### src/rtl/m24_bus_arbiter_if.sv
// -----------------------------------------------------------------------------
// m24_bus_arbiter_if
//
// Groups every signal between the M24C08 bus arbiter, its two EEPROM
// requesters and the top-level IOBUF into one bundle. Signal names keep the
// board-level names so they can be traced directly to the pin list.
//
// Modports:
//   slave  - the arbiter: samples requests and requester pin drives, drives
//            grants, the physical pin controls and status.
//   master - the surrounding logic (requesters, IOBUF, testbench): drives
//            requests, requester pin drives, the tick and the SDA pin value.
//
// Signals:
//   PULSE5uS_IN                  one-cycle tick every 5 us
//   REQ0_IN / REQ1_IN            level bus requests
//   GNT0_OUT / GNT1_OUT          level bus grants (never both high)
//   SCLn_IN / SDAn_IN / SDATn_IN requester pin drives (SDAT = 1 releases SDA)
//   SDA0_OUT / SDA1_OUT          SDA pin value returned to each requester
//   M24C08_SCL_OUT               SCL pin
//   M24C08_SDA_OUT               SDA output value
//   M24C08_SDAT_OUT              SDA tristate control, 1 = released
//   M24C08_SDA_IN                SDA pin value
//   BUSY_OUT                     arbiter not idle
//   TIMEOUT_OUT                  one-cycle pulse on hold watchdog expiry
// -----------------------------------------------------------------------------
interface m24_bus_arbiter_if;
  logic PULSE5uS_IN;
  logic REQ0_IN;
  logic REQ1_IN;
  logic GNT0_OUT;
  logic GNT1_OUT;
  logic SCL0_IN;
  logic SDA0_IN;
  logic SDAT0_IN;
  logic SCL1_IN;
  logic SDA1_IN;
  logic SDAT1_IN;
  logic SDA0_OUT;
  logic SDA1_OUT;
  logic M24C08_SCL_OUT;
  logic M24C08_SDA_OUT;
  logic M24C08_SDAT_OUT;
  logic M24C08_SDA_IN;
  logic BUSY_OUT;
  logic TIMEOUT_OUT;

  modport slave (
    input  PULSE5uS_IN,
    input  REQ0_IN, REQ1_IN,
    input  SCL0_IN, SDA0_IN, SDAT0_IN,
    input  SCL1_IN, SDA1_IN, SDAT1_IN,
    input  M24C08_SDA_IN,
    output GNT0_OUT, GNT1_OUT,
    output SDA0_OUT, SDA1_OUT,
    output M24C08_SCL_OUT, M24C08_SDA_OUT, M24C08_SDAT_OUT,
    output BUSY_OUT, TIMEOUT_OUT
  );

  modport master (
    output PULSE5uS_IN,
    output REQ0_IN, REQ1_IN,
    output SCL0_IN, SDA0_IN, SDAT0_IN,
    output SCL1_IN, SDA1_IN, SDAT1_IN,
    output M24C08_SDA_IN,
    input  GNT0_OUT, GNT1_OUT,
    input  SDA0_OUT, SDA1_OUT,
    input  M24C08_SCL_OUT, M24C08_SDA_OUT, M24C08_SDAT_OUT,
    input  BUSY_OUT, TIMEOUT_OUT
  );
endinterface : m24_bus_arbiter_if

### src/rtl/m24_bus_arbiter.sv
// -----------------------------------------------------------------------------
// m24_bus_arbiter
//
// Shares the single M24C08 I2C pin set between two requesters:
//   requester 0 - boot-time EEPROM reader (GNT0_OUT inverted forms its reset)
//   requester 1 - runtime EEPROM access engine
//
// The bus is granted to one requester at a time, with every state change
// taken on a 5 us tick. While granted, the requester's SCL/SDA/SDAT drives
// are registered onto the physical pins (one SYSCLK cycle of lag). After
// every release an I2C bus-free gap of GAP_TICKS ticks is inserted, and a
// grant held for HOLD_LIMIT ticks is revoked by the watchdog.
//
// Optional feature (compile-time macro M24_ARB_RECOVERY_EN):
//   defined     - a watchdog expiry runs a bus recovery sequence (9 SCL
//                 clocks with SDA released, then a STOP) before the gap.
//   not defined - the recovery state and its tick counter are absent;
//                 expiry goes straight to the gap with the pins idle.
//
// Parameters:
//   HOLD_LIMIT  maximum grant length in ticks, 0 disables the watchdog
//   GAP_TICKS   bus-free ticks after every release, legal range 1..15
//
// Ports:
//   SYSCLK_IN   system clock, all logic on the rising edge
//   RESET_IN    synchronous, active-high reset
//   bus         m24_bus_arbiter_if.slave (requests, grants, pins, status)
// -----------------------------------------------------------------------------
module m24_bus_arbiter #(
  parameter logic [15:0] HOLD_LIMIT = 16'd8192,
  parameter logic [3:0]  GAP_TICKS  = 4'd2
) (
  input logic              SYSCLK_IN,
  input logic              RESET_IN,
  m24_bus_arbiter_if.slave bus
);

  localparam logic [2:0] ST_IDLE    = 3'd0;
  localparam logic [2:0] ST_GRANT0  = 3'd1;
  localparam logic [2:0] ST_GRANT1  = 3'd2;
  localparam logic [2:0] ST_RECOVER = 3'd3;
  localparam logic [2:0] ST_GAP     = 3'd4;

`ifdef M24_ARB_RECOVERY_EN
  // Recovery tick indices: 0..17 clock SCL, 18 pulls SDA low, 19 raises
  // SCL, 20 releases SDA (STOP).
  localparam logic [4:0] REC_CLK_END  = 5'd18;
  localparam logic [4:0] REC_SCL_HIGH = 5'd19;
  localparam logic [4:0] REC_LAST     = 5'd20;
`endif

  // ---------------------------------------------------------------------------
  // State
  // ---------------------------------------------------------------------------
  logic [2:0]  state_q,    state_d;
  logic [15:0] hold_cnt_q, hold_cnt_d;
  logic [3:0]  gap_cnt_q,  gap_cnt_d;
  logic        last_q,     last_d;      // last served requester (0 or 1)
  logic        timeout_q,  timeout_d;
  logic        gnt0_q,     gnt0_d;
  logic        gnt1_q,     gnt1_d;
  logic        scl_q,      scl_d;
  logic        sda_q,      sda_d;
  logic        sdat_q,     sdat_d;
`ifdef M24_ARB_RECOVERY_EN
  logic [4:0]  rec_cnt_q,  rec_cnt_d;
`endif

  logic        tick;
  logic        req_cur;
  logic [15:0] hold_inc;
  logic        hold_expired;

  assign tick = bus.PULSE5uS_IN;

  // Request of whichever requester currently owns the bus.
  assign req_cur = (state_q == ST_GRANT0) ? bus.REQ0_IN : bus.REQ1_IN;

  // Hold counter value after this tick's increment, saturating at all-ones.
  // The watchdog fires on the tick that brings the count up to the limit, so
  // a grant never lasts longer than HOLD_LIMIT ticks.
  assign hold_inc     = (hold_cnt_q == 16'hFFFF) ? hold_cnt_q : hold_cnt_q + 16'd1;
  assign hold_expired = (HOLD_LIMIT != 16'd0) && (hold_inc == HOLD_LIMIT);

  // ---------------------------------------------------------------------------
  // Next-state logic: every transition happens on a tick.
  // ---------------------------------------------------------------------------
  always_comb begin
    // NOTE: every variable written here gets a default first; a path that
    // leaves one unassigned would infer a latch.
    state_d    = state_q;
    hold_cnt_d = hold_cnt_q;
    gap_cnt_d  = gap_cnt_q;
    last_d     = last_q;
    timeout_d  = 1'b0;
`ifdef M24_ARB_RECOVERY_EN
    rec_cnt_d  = rec_cnt_q;
`endif

    if (tick) begin
      case (state_q)
        ST_IDLE: begin
          // With both requests high, the requester not served last wins.
          if (bus.REQ0_IN && (!bus.REQ1_IN || last_q)) begin
            state_d    = ST_GRANT0;
            hold_cnt_d = 16'd0;
          end else if (bus.REQ1_IN) begin
            state_d    = ST_GRANT1;
            hold_cnt_d = 16'd0;
          end
        end

        ST_GRANT0, ST_GRANT1: begin
          hold_cnt_d = hold_inc;
          if (!req_cur) begin
            // A normal release takes priority over a coincident expiry.
            state_d   = ST_GAP;
            gap_cnt_d = GAP_TICKS;
            last_d    = (state_q == ST_GRANT1);
          end else if (hold_expired) begin
            timeout_d = 1'b1;
            last_d    = (state_q == ST_GRANT1);
`ifdef M24_ARB_RECOVERY_EN
            state_d   = ST_RECOVER;
            rec_cnt_d = 5'd0;
`else
            state_d   = ST_GAP;
            gap_cnt_d = GAP_TICKS;
`endif
          end
        end

`ifdef M24_ARB_RECOVERY_EN
        ST_RECOVER: begin
          if (rec_cnt_q == REC_LAST) begin
            state_d   = ST_GAP;
            gap_cnt_d = GAP_TICKS;
          end else begin
            rec_cnt_d = rec_cnt_q + 5'd1;
          end
        end
`endif

        ST_GAP: begin
          // Requests are ignored here; a re-raised request waits for IDLE,
          // where the round-robin pointer favours the other requester.
          if (gap_cnt_q <= 4'd1) begin
            state_d = ST_IDLE;
          end else begin
            gap_cnt_d = gap_cnt_q - 4'd1;
          end
        end

        default: state_d = ST_IDLE;
      endcase
    end
  end

  // ---------------------------------------------------------------------------
  // Registered outputs, decoded from the next state so grants and pins change
  // on the edge that ends the deciding tick.
  // ---------------------------------------------------------------------------
  always_comb begin
    gnt0_d = (state_d == ST_GRANT0);
    gnt1_d = (state_d == ST_GRANT1);
    scl_d  = 1'b1;
    sda_d  = 1'b1;
    sdat_d = 1'b1;

    case (state_d)
      ST_GRANT0: begin
        scl_d  = bus.SCL0_IN;
        sda_d  = bus.SDA0_IN;
        sdat_d = bus.SDAT0_IN;
      end
      ST_GRANT1: begin
        scl_d  = bus.SCL1_IN;
        sda_d  = bus.SDA1_IN;
        sdat_d = bus.SDAT1_IN;
      end
`ifdef M24_ARB_RECOVERY_EN
      ST_RECOVER: begin
        if (rec_cnt_d < REC_CLK_END) begin
          // Even ticks low, odd ticks high: nine clocks starting low.
          scl_d = rec_cnt_d[0];
        end else if (rec_cnt_d == REC_CLK_END) begin
          scl_d  = 1'b0;
          sda_d  = 1'b0;
          sdat_d = 1'b0;
        end else if (rec_cnt_d == REC_SCL_HIGH) begin
          sda_d  = 1'b0;
          sdat_d = 1'b0;
        end
      end
`endif
      default: ;
    endcase
  end

  // ---------------------------------------------------------------------------
  // Registers
  // ---------------------------------------------------------------------------
  always_ff @(posedge SYSCLK_IN) begin
    // NOTE: state registers use non-blocking assignments so every flop
    // samples the pre-edge values regardless of statement order.
    if (RESET_IN) begin
      state_q    <= ST_IDLE;
      hold_cnt_q <= 16'd0;
      gap_cnt_q  <= 4'd0;
      last_q     <= 1'b1;
      timeout_q  <= 1'b0;
      gnt0_q     <= 1'b0;
      gnt1_q     <= 1'b0;
      scl_q      <= 1'b1;
      sda_q      <= 1'b1;
      sdat_q     <= 1'b1;
`ifdef M24_ARB_RECOVERY_EN
      rec_cnt_q  <= 5'd0;
`endif
    end else begin
      state_q    <= state_d;
      hold_cnt_q <= hold_cnt_d;
      gap_cnt_q  <= gap_cnt_d;
      last_q     <= last_d;
      timeout_q  <= timeout_d;
      gnt0_q     <= gnt0_d;
      gnt1_q     <= gnt1_d;
      scl_q      <= scl_d;
      sda_q      <= sda_d;
      sdat_q     <= sdat_d;
`ifdef M24_ARB_RECOVERY_EN
      rec_cnt_q  <= rec_cnt_d;
`endif
    end
  end

  // ---------------------------------------------------------------------------
  // Outputs
  // ---------------------------------------------------------------------------
  assign bus.GNT0_OUT        = gnt0_q;
  assign bus.GNT1_OUT        = gnt1_q;
  assign bus.M24C08_SCL_OUT  = scl_q;
  assign bus.M24C08_SDA_OUT  = sda_q;
  assign bus.M24C08_SDAT_OUT = sdat_q;
  assign bus.BUSY_OUT        = (state_q != ST_IDLE);
  assign bus.TIMEOUT_OUT     = timeout_q;

  // A requester only sees the real pin while it owns the bus.
  assign bus.SDA0_OUT = gnt0_q ? bus.M24C08_SDA_IN : 1'b1;
  assign bus.SDA1_OUT = gnt1_q ? bus.M24C08_SDA_IN : 1'b1;

endmodule : m24_bus_arbiter

### src/flat_wrapper.sv
// flat-port wrapper written by rule: the top's interface ports become plain ports
module m24_bus_arbiter_flat 
#(
  parameter logic [15:0] HOLD_LIMIT = 16'd8192,
  parameter logic [3:0]  GAP_TICKS  = 4'd2
)
  (SYSCLK_IN, RESET_IN, bus_PULSE5uS_IN, bus_REQ0_IN, bus_REQ1_IN, bus_SCL0_IN, bus_SDA0_IN, bus_SDAT0_IN, bus_SCL1_IN, bus_SDA1_IN, bus_SDAT1_IN, bus_M24C08_SDA_IN, bus_GNT0_OUT, bus_GNT1_OUT, bus_SDA0_OUT, bus_SDA1_OUT, bus_M24C08_SCL_OUT, bus_M24C08_SDA_OUT, bus_M24C08_SDAT_OUT, bus_BUSY_OUT, bus_TIMEOUT_OUT);
  m24_bus_arbiter_if bus_i ();
  input logic SYSCLK_IN;
  input logic RESET_IN;
  input wire logic [$bits(bus_i.PULSE5uS_IN)-1:0] bus_PULSE5uS_IN;
  input wire logic [$bits(bus_i.REQ0_IN)-1:0] bus_REQ0_IN;
  input wire logic [$bits(bus_i.REQ1_IN)-1:0] bus_REQ1_IN;
  input wire logic [$bits(bus_i.SCL0_IN)-1:0] bus_SCL0_IN;
  input wire logic [$bits(bus_i.SDA0_IN)-1:0] bus_SDA0_IN;
  input wire logic [$bits(bus_i.SDAT0_IN)-1:0] bus_SDAT0_IN;
  input wire logic [$bits(bus_i.SCL1_IN)-1:0] bus_SCL1_IN;
  input wire logic [$bits(bus_i.SDA1_IN)-1:0] bus_SDA1_IN;
  input wire logic [$bits(bus_i.SDAT1_IN)-1:0] bus_SDAT1_IN;
  input wire logic [$bits(bus_i.M24C08_SDA_IN)-1:0] bus_M24C08_SDA_IN;
  output wire logic [$bits(bus_i.GNT0_OUT)-1:0] bus_GNT0_OUT;
  output wire logic [$bits(bus_i.GNT1_OUT)-1:0] bus_GNT1_OUT;
  output wire logic [$bits(bus_i.SDA0_OUT)-1:0] bus_SDA0_OUT;
  output wire logic [$bits(bus_i.SDA1_OUT)-1:0] bus_SDA1_OUT;
  output wire logic [$bits(bus_i.M24C08_SCL_OUT)-1:0] bus_M24C08_SCL_OUT;
  output wire logic [$bits(bus_i.M24C08_SDA_OUT)-1:0] bus_M24C08_SDA_OUT;
  output wire logic [$bits(bus_i.M24C08_SDAT_OUT)-1:0] bus_M24C08_SDAT_OUT;
  output wire logic [$bits(bus_i.BUSY_OUT)-1:0] bus_BUSY_OUT;
  output wire logic [$bits(bus_i.TIMEOUT_OUT)-1:0] bus_TIMEOUT_OUT;
  assign bus_i.PULSE5uS_IN = bus_PULSE5uS_IN;
  assign bus_i.REQ0_IN = bus_REQ0_IN;
  assign bus_i.REQ1_IN = bus_REQ1_IN;
  assign bus_i.SCL0_IN = bus_SCL0_IN;
  assign bus_i.SDA0_IN = bus_SDA0_IN;
  assign bus_i.SDAT0_IN = bus_SDAT0_IN;
  assign bus_i.SCL1_IN = bus_SCL1_IN;
  assign bus_i.SDA1_IN = bus_SDA1_IN;
  assign bus_i.SDAT1_IN = bus_SDAT1_IN;
  assign bus_i.M24C08_SDA_IN = bus_M24C08_SDA_IN;
  assign bus_GNT0_OUT = bus_i.GNT0_OUT;
  assign bus_GNT1_OUT = bus_i.GNT1_OUT;
  assign bus_SDA0_OUT = bus_i.SDA0_OUT;
  assign bus_SDA1_OUT = bus_i.SDA1_OUT;
  assign bus_M24C08_SCL_OUT = bus_i.M24C08_SCL_OUT;
  assign bus_M24C08_SDA_OUT = bus_i.M24C08_SDA_OUT;
  assign bus_M24C08_SDAT_OUT = bus_i.M24C08_SDAT_OUT;
  assign bus_BUSY_OUT = bus_i.BUSY_OUT;
  assign bus_TIMEOUT_OUT = bus_i.TIMEOUT_OUT;
  m24_bus_arbiter #(.HOLD_LIMIT(HOLD_LIMIT), .GAP_TICKS(GAP_TICKS)) u_core (.SYSCLK_IN(SYSCLK_IN), .RESET_IN(RESET_IN), .bus(bus_i));
endmodule
### config.mk
export PLATFORM = sky130hd
export DESIGN_NAME = m24_bus_arbiter_flat
export DESIGN_NICKNAME = d
export VERILOG_FILES = /design/src/rtl/m24_bus_arbiter_if.sv /design/src/rtl/m24_bus_arbiter.sv /design/src/flat_wrapper.sv
export SDC_FILE = /design/constraint.sdc
export NUM_CORES = 1
export LEC_CHECK = 0
export CORE_MARGIN = 2
export CORE_UTILIZATION = 40
export DETAILED_ROUTE_END_ITERATION = 12
export GPL_TIMING_DRIVEN = 0
export PLACE_DENSITY = 0.62
export REMOVE_ABC_BUFFERS = 1
export SYNTH_ARGS = -nofsm -noshare
export SYNTH_HDL_FRONTEND = slang
export SYNTH_SLANG_ARGS = --single-unit
### constraint.sdc
create_clock -name SYSCLK_IN -period 3.8 [get_ports SYSCLK_IN]
set_input_delay 1.14 -clock SYSCLK_IN [delete_from_list [all_inputs] [get_ports SYSCLK_IN]]
set_output_delay 1.14 -clock SYSCLK_IN [all_outputs]
set_load 0.02 [all_outputs]
==> results.py <==
metrics = {
    "finish": {
        "stdcell_area_um2": 2300,
        "regMostFlops": "u_core.hold_cnt_q",
        "n_fill_cell": 472,
        "area_growth_pct": 17.8,
        "finalNetCount": 288,
        "drive_above_1_share": 0.0766,
        "reg.largest.list": "u_core.hold_cnt_q: 16 flops, u_core.gap_cnt_q: 4 flops, u_core.state_q: 3 flops",
        "largest_reg_flops": 16,
        "n_antenna_cell": 0,
    },
    "timing": {
        "min_period_over_period": 0.903,
        "setup_viol": 0,
        "hold_viol": 0,
        "worst_pin_slew_ps": 937,
        "holdWs_ps": 508,
        "skew_ps": 5.04,
        "fin_ws_ps": 368,
        "timing.final.max_slew_violations": 0,
        "rsz0062_at_grt": "no",
        "fmax_mhz": 291,
        "slew_headroom": 0.373,
        "period_minus_slack_ps": 3430,
    },
    "floorplan": {
        "core_area_um2": 4720,
        "die_area_um2": 5450,
        "die_h_um": 73.8,
        "die_width_um": 73.8,
        "rows": 25,
        "start_util": 0.413,
        "io_pins": 21,
    },
    "placement": {
        "hpwlAfterDp_mm": 3.48,
        "io_buffers": 20,
        "place.gp.congestion": 0.846,
        "place_area_um2": 2170,
        "pre_cts_ws_ps": -120,
    },
    "synth": {
        "synth_seq_area_share": 0.308,
        "avgSynthCellArea_um2": 7.59,
        "syn_inst": 257,
        "synth_top_area_frac": 0.308,
        "synthFlopType": "dfxtp_1",
        "synth.most_common_cell": "dfxtp_1",
        "yosysWarnings": 0,
        "ys_ff_latch": 30,
        "yosys-top-cells-count": "30 x dfxtp_1, 28 x nor2_1, 21 x a21oi_1",
        "synth_edf_count": 0,
        "ys_types": 54,
        "synthArstFlopShare": 0,
        "syn_area_um2": 1950,
        "yosys.area.top_type": "dfxtp_1",
        "synthTopCellsByArea": "dfxtp_1 31%, a21oi_1 5.4%, nor2_1 5.4%",
    },
    "clocking": {
        "cts-root-buf": "clkbuf_8",
        "clock_latency_ps": 290,
        "cts_made_buffers": 5,
        "cts_tree": "built",
        "cts_max_level": 2,
        "clk_pin_slew_ps": 70,
        "clock_sinks": 30,
        "clk_path_buf_depth": 2,
    },
    "global_routing": {
        "grt_pass1_wl_mm": 8.27,
        "use_met3": 0.0412,
        "grt_util_all_layers": 0.195,
        "first_global_vias": 1788,
        "grt.busiest_layer": "met2",
        "grt_antenna_before_repair": 0,
        "gr-total-overflow": 0,
        "grtUsageMet2": 0.307,
        "grt_max_degree": 22,
        "met1_usage": 0.259,
    },
    "job": {
        "cap_violations": 0,
    },
    "power_and_ir_drop": {
        "total_power_mw": 0.746,
        "total_leakage_power_nw": 0.755,
        "ir_drop_uv": 206,
        "pwr_density_cell_nw_per_um2": 325,
    },
    "route": {
        "antenna_left": 0,
        "vias": 1925,
        "wl_mm": 4.77,
        "wire_per_inst_um": 14.0,
        "drtPass1Iterations": 4,
        "viasPerCell": 5.65,
        "drtIter0Drc": 123,
        "drcViolationCount": 0,
    },
    "worst_setup_path": {
        "crit_required_ps": 2660,
        "timing.critical_path.to_type": "primary output",
        "startpoint_type": "input port",
        "cp_max_fo": 2,
        "reg2reg_slack_ps": 420,
        "crit_type": "in2out",
        "cp.arrival_ps": 2290,
    },
    "worst_hold_path": {
        "hold_class": "reg2reg",
    },
    "run_status": {
        "outcome": "complete, no violations",
    },
}
layout by cell type (no fill, tap or decap), types with 8 or more instances in the layout:
cell	instances
mux2i_1	8
nor3_1	14
dfxtp_1	30
nor4_1	12
clkdlybuf4s50_1	20
nand3_1	8
inv_1	14
o21ai_0	20
nand2_1	18
a21oi_1	21
nor2_1	28
worst paths after layout:
| check | startpoint | to | cells past startpoint |
|---|---|---|---|
| worst min register to register | u_core.gap_cnt_q[2] | u_core.gap_cnt_q[2] | 2 |
| worst min-delay path | u_core.gap_cnt_q[2] | u_core.gap_cnt_q[2] | 2 |
| worst max-delay path | bus_M24C08_SDA_IN | bus_SDA1_OUT | 3 |
| worst max register to register | u_core.hold_cnt_q[0] | u_core.bus.GNT1_OUT | 8 |
layout make-up:
cell class	count	area (um^2)	area share
Sequential cell	30	601	0.262
Timing Repair Buffer	23	223	0.0970
Clock inverter	2	12.5	0.00545
Multi-Input combinational cell	199	1240	0.541
Inverter	14	52.6	0.0229
Clock buffer	6	82.6	0.0360
Tap cell	67	83.8	0.0365
repair_timing:
action | in CTS | in global routing
hold endpoints to repair | 0 | 0
pin swaps | 0 | 1
hold buffers | 0 | 0
setup buffers | 0 | 3
gates resized for setup | 1 | 0
setup endpoints to repair | 6 | 7
layer usage:
metal / vias to the layer above / share of wire
li1: 1003 / -
met1: 871 / 0.50
met2: 41 / 0.45
met3: 10 / 0.035
met4: 0 / 0.017
met5: - / 0
through the flow:
stage,cells,util,setup TNS [ps]
after floorplan,243,-,0
after global placement,330,0.459,-114
after detailed placement,330,0.459,-428
after CTS,338,0.481,0
after global routing,341,0.486,0
final,341,0.486,0
worst max-delay path, cell delays in order:
cell             delay [ps]
clkdlybuf4s50_1         460
nand2b_1                100
clkdlybuf4s50_1         600
logic make-up (layout without fill, tap and decap cells):
logic type / Yosys count / after routing / synth area share
AND/OR/NAND/NOR: 109 / 109 / 0.304
AO/OA/AOI/OAI: 77 / 77 / 0.259
flip-flops: 30 / 30 / 0.308
buffers and inverters: 28 / 45 / 0.0597
multiplexers: 8 / 8 / 0.0411
adder cells (fa/ha/maj): 3 / 3 / 0.0193
XOR/XNOR: 2 / 2 / 0.00899
power breakdown:
part           total (mW)  switching (mW)  internal [mW]
registers           0.337          0.0109          0.326
logic               0.138          0.0813         0.0565
clock network       0.271           0.126          0.145
total               0.746           0.218          0.528
No activity file was read; power rests on OpenSTA's default activity.
